$ cat config.mk
export PLATFORM = sky130hd
export DESIGN_NAME = uart_tx_arbiter
export DESIGN_NICKNAME = d
export VERILOG_FILES = /design/src/rtl/uart_arb_pkg.sv /design/src/rtl/uart_arb_rr_pick.sv /design/src/rtl/uart_tx_arbiter.sv
export SDC_FILE = /design/constraint.sdc
export NUM_CORES = 1
export LEC_CHECK = 0
export BUFFER_PORTS_ARGS = -buffer_cell sky130_fd_sc_hd__clkbuf_2
export CAP_MARGIN = 10
export CORE_ASPECT_RATIO = 1.2
export CORE_MARGIN = 2
export CORE_UTILIZATION = 52
export DETAILED_ROUTE_END_ITERATION = 8
export PLACE_DENSITY_LB_ADDON = 0.15
export SYNTH_ARGS = -nofsm -noshare
export SYNTH_HDL_FRONTEND = slang
export SYNTH_SLANG_ARGS = --single-unit
$ cat constraint.sdc
create_clock -name CLK -period 2.8 [get_ports CLK]
set_input_delay 0.56 -clock CLK [delete_from_list [all_inputs] [get_ports CLK]]
set_output_delay 0.56 -clock CLK [all_outputs]
set_load 0.1 [all_outputs]
$ cat src/rtl/uart_arb_pkg.sv
// rtl/uart_arb_pkg.sv - shared types and defaults for the rs232c transmit arbiter
package uart_arb_pkg;

  // Arbiter sequencing: pick, strobe, wait for rs232c to start, wait for it to finish
  typedef enum logic [1:0] {
    IDLE      = 2'd0,
    ISSUE     = 2'd1,
    WAIT_BUSY = 2'd2,
    WAIT_DONE = 2'd3
  } arb_state_t;

  localparam int N_REQ_DEF    = 4;
  localparam int BUSY_TMO_DEF = 15;

  // Wide enough for up to 8 requesters
  localparam int GRANT_W = 3;

  // Timeout counter covers BUSY_TMO up to 255
  localparam int TMO_CNT_W = 8;

endpackage

$ cat src/rtl/uart_arb_rr_pick.sv
// rtl/uart_arb_rr_pick.sv - combinational round-robin picker starting after last_grant
module uart_arb_rr_pick
  import uart_arb_pkg::*;
#(
  parameter int N_REQ = N_REQ_DEF
) (
  input  logic [N_REQ-1:0]   req,
  input  logic [GRANT_W-1:0] last_grant,
  output logic [GRANT_W-1:0] winner,
  output logic               valid
);

  // Scan distances from farthest to nearest so the nearest set bit after last_grant wins
  always_comb begin
    winner = '0;
    valid  = 1'b0;
    for (int k = N_REQ; k >= 1; k--) begin
      for (int j = 0; j < N_REQ; j++) begin
        if (req[j] && ((int'(last_grant) + k == j) || (int'(last_grant) + k == j + N_REQ))) begin
          winner = j[GRANT_W-1:0];
          valid  = 1'b1;
        end
      end
    end
  end

endmodule

$ cat src/rtl/uart_tx_arbiter.sv
// rtl/uart_tx_arbiter.sv - shares one rs232c transmitter among N_REQ requesters; UART_ARB_LOCK_EN adds req_lock
module uart_tx_arbiter
  import uart_arb_pkg::*;
#(
  parameter int N_REQ    = N_REQ_DEF,
  parameter int BUSY_TMO = BUSY_TMO_DEF
) (
  input  logic                 CLK,
  input  logic                 RESETB,
  input  logic [N_REQ-1:0]     req,
  input  logic [N_REQ*8-1:0]   req_data,
`ifdef UART_ARB_LOCK_EN
  input  logic [N_REQ-1:0]     req_lock,
`endif
  output logic [N_REQ-1:0]     req_ack,
  output logic [7:0]           TX_DATA,
  output logic                 TX_DATA_EN,
  input  logic                 TX_BUSY,
  output logic [GRANT_W-1:0]   grant_id,
  output logic                 arb_busy,
  output logic                 tmo_err
);

  arb_state_t             state;
  arb_state_t             state_next;
  logic [GRANT_W-1:0]     last_grant;
  logic [TMO_CNT_W-1:0]   tmo_cnt;
  logic [GRANT_W-1:0]     rr_winner;
  logic                   rr_valid;
  logic [GRANT_W-1:0]     winner;
  logic [7:0]             sel_data;
  logic                   grant_now;
  logic                   tmo_hit;

  uart_arb_rr_pick #(
    .N_REQ(N_REQ)
  ) u_pick (
    .req       (req),
    .last_grant(last_grant),
    .winner    (rr_winner),
    .valid     (rr_valid)
  );

`ifdef UART_ARB_LOCK_EN
  logic lock_hold;
  logic last_req;
  logic lock_now;

  // Request and lock bits of the requester most recently granted
  always_comb begin
    last_req = 1'b0;
    lock_now = 1'b0;
    for (int i = 0; i < N_REQ; i++) begin
      if (last_grant == i[GRANT_W-1:0]) last_req = req[i];
      if (grant_id == i[GRANT_W-1:0]) lock_now = req_lock[i];
    end
  end

  // A lock captured at the previous ack keeps the bus with that requester while it still asks
  always_comb begin
    winner = rr_winner;
    if (lock_hold && last_req) winner = last_grant;
  end
`else
  assign winner = rr_winner;
`endif

  // A lock hit implies some req bit is set, so the picker's valid covers both paths
  assign grant_now = rr_valid && !TX_BUSY;
  assign tmo_hit   = (tmo_cnt == TMO_CNT_W'(BUSY_TMO - 1));

  // Byte of the chosen requester
  always_comb begin
    sel_data = '0;
    for (int i = 0; i < N_REQ; i++) begin
      if (winner == i[GRANT_W-1:0]) sel_data = req_data[i*8 +: 8];
    end
  end

  // State register
  always_ff @(posedge CLK or negedge RESETB) begin
    if (!RESETB) state <= IDLE;
    else         state <= state_next;
  end

  // Next state plus decoded strobe, ack and busy outputs
  always_comb begin
    state_next = state;
    TX_DATA_EN = 1'b0;
    req_ack    = '0;
    arb_busy   = (state != IDLE);
    case (state)
      IDLE: begin
        if (grant_now) state_next = ISSUE;
      end
      ISSUE: begin
        TX_DATA_EN = 1'b1;
        for (int i = 0; i < N_REQ; i++) begin
          if (grant_id == i[GRANT_W-1:0]) req_ack[i] = 1'b1;
        end
        state_next = WAIT_BUSY;
      end
      WAIT_BUSY: begin
        if (TX_BUSY)      state_next = WAIT_DONE;
        else if (tmo_hit) state_next = IDLE;
      end
      WAIT_DONE: begin
        if (!TX_BUSY) state_next = IDLE;
      end
      default: state_next = IDLE;
    endcase
  end

  // Grant bookkeeping, latched byte, timeout counter and sticky error
  always_ff @(posedge CLK or negedge RESETB) begin
    if (!RESETB) begin
      TX_DATA    <= '0;
      grant_id   <= '0;
      last_grant <= GRANT_W'(N_REQ - 1);
      tmo_cnt    <= '0;
      tmo_err    <= 1'b0;
`ifdef UART_ARB_LOCK_EN
      lock_hold  <= 1'b0;
`endif
    end else begin
      case (state)
        IDLE: begin
          if (grant_now) begin
            TX_DATA  <= sel_data;
            grant_id <= winner;
          end
        end
        ISSUE: begin
          last_grant <= grant_id;
          tmo_cnt    <= '0;
`ifdef UART_ARB_LOCK_EN
          lock_hold  <= lock_now;
`endif
        end
        WAIT_BUSY: begin
          if (!TX_BUSY) begin
            if (tmo_hit) tmo_err <= 1'b1;
            else         tmo_cnt <= tmo_cnt + 1'b1;
          end
        end
        default: ;
      endcase
    end
  end

endmodule

==> flow_summary.ini <==
[timing]
fmax_mhz = 393
finalHoldViolations = 0
period_share_pct = 90.9
worst_pin_slew_ns = 1.07
slew_headroom_pct = 27.9
min_period_ns = 2.54
finalMaxSlewViolations = 0
setup_viol_count_final = 0
grt_setup_unrepaired = no
finalClockSkew_ns = 0.00509

[clock_network]
clock-sinks = 23
post_cts_resized = 0
cts_buffer_depth = 2
root_buffer = clkbuf_4
numCtsBuffers = 3
cts_hold_buf = 0
cts_max_level = 1
post_cts_buffers = 0
clock_latency_ns = 0.32
clk_pin_slew_ns = 0.13
cts_tree = done

[logic_synthesis]
synth-adder-area-share_pct = 1.75
async_flop_share_pct = 100
yosys_warnings = 0
synth_area_mm2 = 0.00143
seq_area_frac_synth_pct = 40.3
synth.most_common_cell = dfrtp_1
synthFlopType = dfrtp_1
synth_top_family_by_area = compound AO/OA/AOI/OAI gates
synth-seq-cells = 23
synth.distinct_cells = 44
synth_edf_count = 0
synth_top_area_share_pct = 36.6
synth_compound_area_share_pct = 29.2
yosys.area_share.xor_xnor_pct = 0
syn_nets = 206
avgSynthCellArea_um2 = 8.69
synth.area.top_cells = dfrtp_1, o21ai_0, nor2_1
synthSimpleGateAreaFrac_pct = 20.0
synth_cells = 165
synth_mux_area_share_pct = 2.27
synth_top_area_cell = dfrtp_1
synth_common_cells = dfrtp_1, o21ai_0, nor2_1, nand2_1

[drt]
drtAntennaViolNets = 0
drtIter0Drc = 38
dr.pass1.iters = 4
drc_errors = 0
via_count = 1407
post_drt_wl_per_cell_um = 13.2
drt-total-wl_um = 3300
vias_per_cell = 5.63

[global_routing]
grt_pass1_wl_um = 5290
grt_pass1_vias = 1221
grt_overflow = 0
grt_max_degree = 24
antenna_found_initial = 0
grt_usage_pct = 22.2

[setup_path]
worstPathArrival_ns = 1.98
required_ns = 2.24
critPathMaxFanout = 9
startpoint_type = register
path_cells = nand2b_1 > inv_1 > nand2_1 > nor2_4 > clkbuf_2
cpMaxStageDelayCell = clkbuf_2
end_kind = primary output
critPathMaxStageDelay_ns = 0.45
critPathKind = register to primary output

[status]
status = finished clean

[floorplanning]
core_mm2 = 0.00258
start_util_pct = 55.6
num_io_pins = 57
rows = 20
die_area_mm2 = 0.00320
die_h_um = 61.5
die_w_um = 51.9

[finish]
fillers = 235
area_growth_pct = 22.8
final_layout_size_suffix_gt1_share_pct = 38.2
num_antenna_cells = 0
multi_input_area_um2 = 791
final_area_mm2 = 0.00176
seqCellArea_um2 = 578
nets = 259

[placement]
io_buffers = 55
dpl_cell_area_mm2 = 0.00173
routabilityCongestion = 0.746
hpwl_um = 2640

[power]
irDropWorstVdd_mv = 0.994
power_leakage_nw = 0.838
powerDensity_mw_per_mm2 = 1220
power_w = 0.00216

[worst_hold_path]
hp-class = input pin to async pin

[flow_run]
drv_cap = 0
cell type report:
type	count	area share, %
multi-input cells	124	44.9
flip-flops and latches	23	32.8
repair buffers	56	16.1
well taps	33	2.35
inverters	10	2.27
clock buffers	3	1.28
clock inverters	1	0.284
kinds of logic (layout without fill, tap and decap cells):
group                    count (synthesis)  after routing
other                                    1              1
multiplexers                             3              3
flip-flops                              23             23
AND/OR/NAND/NOR                         59             59
AO/OA/AOI/OAI                           59             59
buffers and inverters                   18             70
adder cells (fa/ha/maj)                  2              2
metrics by stage:
stage | setup WS (ns) | std cells | hold WS (ns) | utilization, % | TNS [ns]
2_1_floorplan | -0.141 | 165 | 0.264 | - | -0.141
3_3_place_gp | 0.591 | 246 | 0.449 | 67.2 | 0
3_5_place_dp | 0.491 | 246 | 0.444 | 67.2 | 0
4_1_cts | 0.247 | 250 | 0.227 | 68.3 | 0
5_1_grt | 0.131 | 250 | 0.245 | 68.3 | 0
6_report | 0.255 | 250 | 0.203 | 68.3 | 0
registers in the layout, indices dropped and copies added (netlist names):
name        count
last_grant      2
tmo_cnt         8
TX_DATA         8
grant_id        2
state           2
tmo_err         1
routing by layer:
layer	up-vias	global-route usage (%)	share of wire, %
met3	8	1.70	5.2
met4	0	10.2	2.5
met5	-	0	0
met1	644	28.4	43
met2	49	38.3	49
li1	706	-	-
power by group:
| group | internal, W | switching (W) | leakage (nW) |
|---|---|---|---|
| clock | 0.0000535 | 0.000101 | 0.0177 |
| sequential | 0.000466 | 0.000141 | 0.279 |
| combinational | 0.000317 | 0.00108 | 0.541 |
| total | 0.000836 | 0.00132 | 0.838 |
placed cells by master, fill, tap and decap left out, drive strengths merged, types with 2 or more instances in the layout:
cell type,instances
dfrtp,21
nand4,2
inv,10
dfstp,2
nor3b,2
and3,2
clkbuf,58
mux2,2
o21ai,21
a211oi,4
a31oi,9
nor2,18
a221o,6
nand3,6
a21o,2
ha,2
nand2,16
nor3,2
a21oi,8
nand2b,6
final timing paths:
check | start | endpoint | slack, ns | cells past startpoint
worst max-delay path | state[1] | req_ack[2] | 0.26 | 5
worst min-delay path | RESETB | TX_DATA[2] | 0.20 | 1
worst max register to register | tmo_cnt[0] | tmo_cnt[3] | 0.44 | 7
worst min register to register | tmo_err | tmo_err | 0.47 | 1
max in group asynchronous | RESETB | last_grant[1] | 2.23 | 1
min in group CLK | req_data[24] | TX_DATA[0] | 0.46 | 3
critical path, delay by kind of cell (launching register included):
kind,cells,cell delay (ns)
buffers and inverters,2,0.67
flip-flops,1,0.44
AND/OR/NAND/NOR,3,0.56
Note: power is estimated with default switching activity, not from simulation.
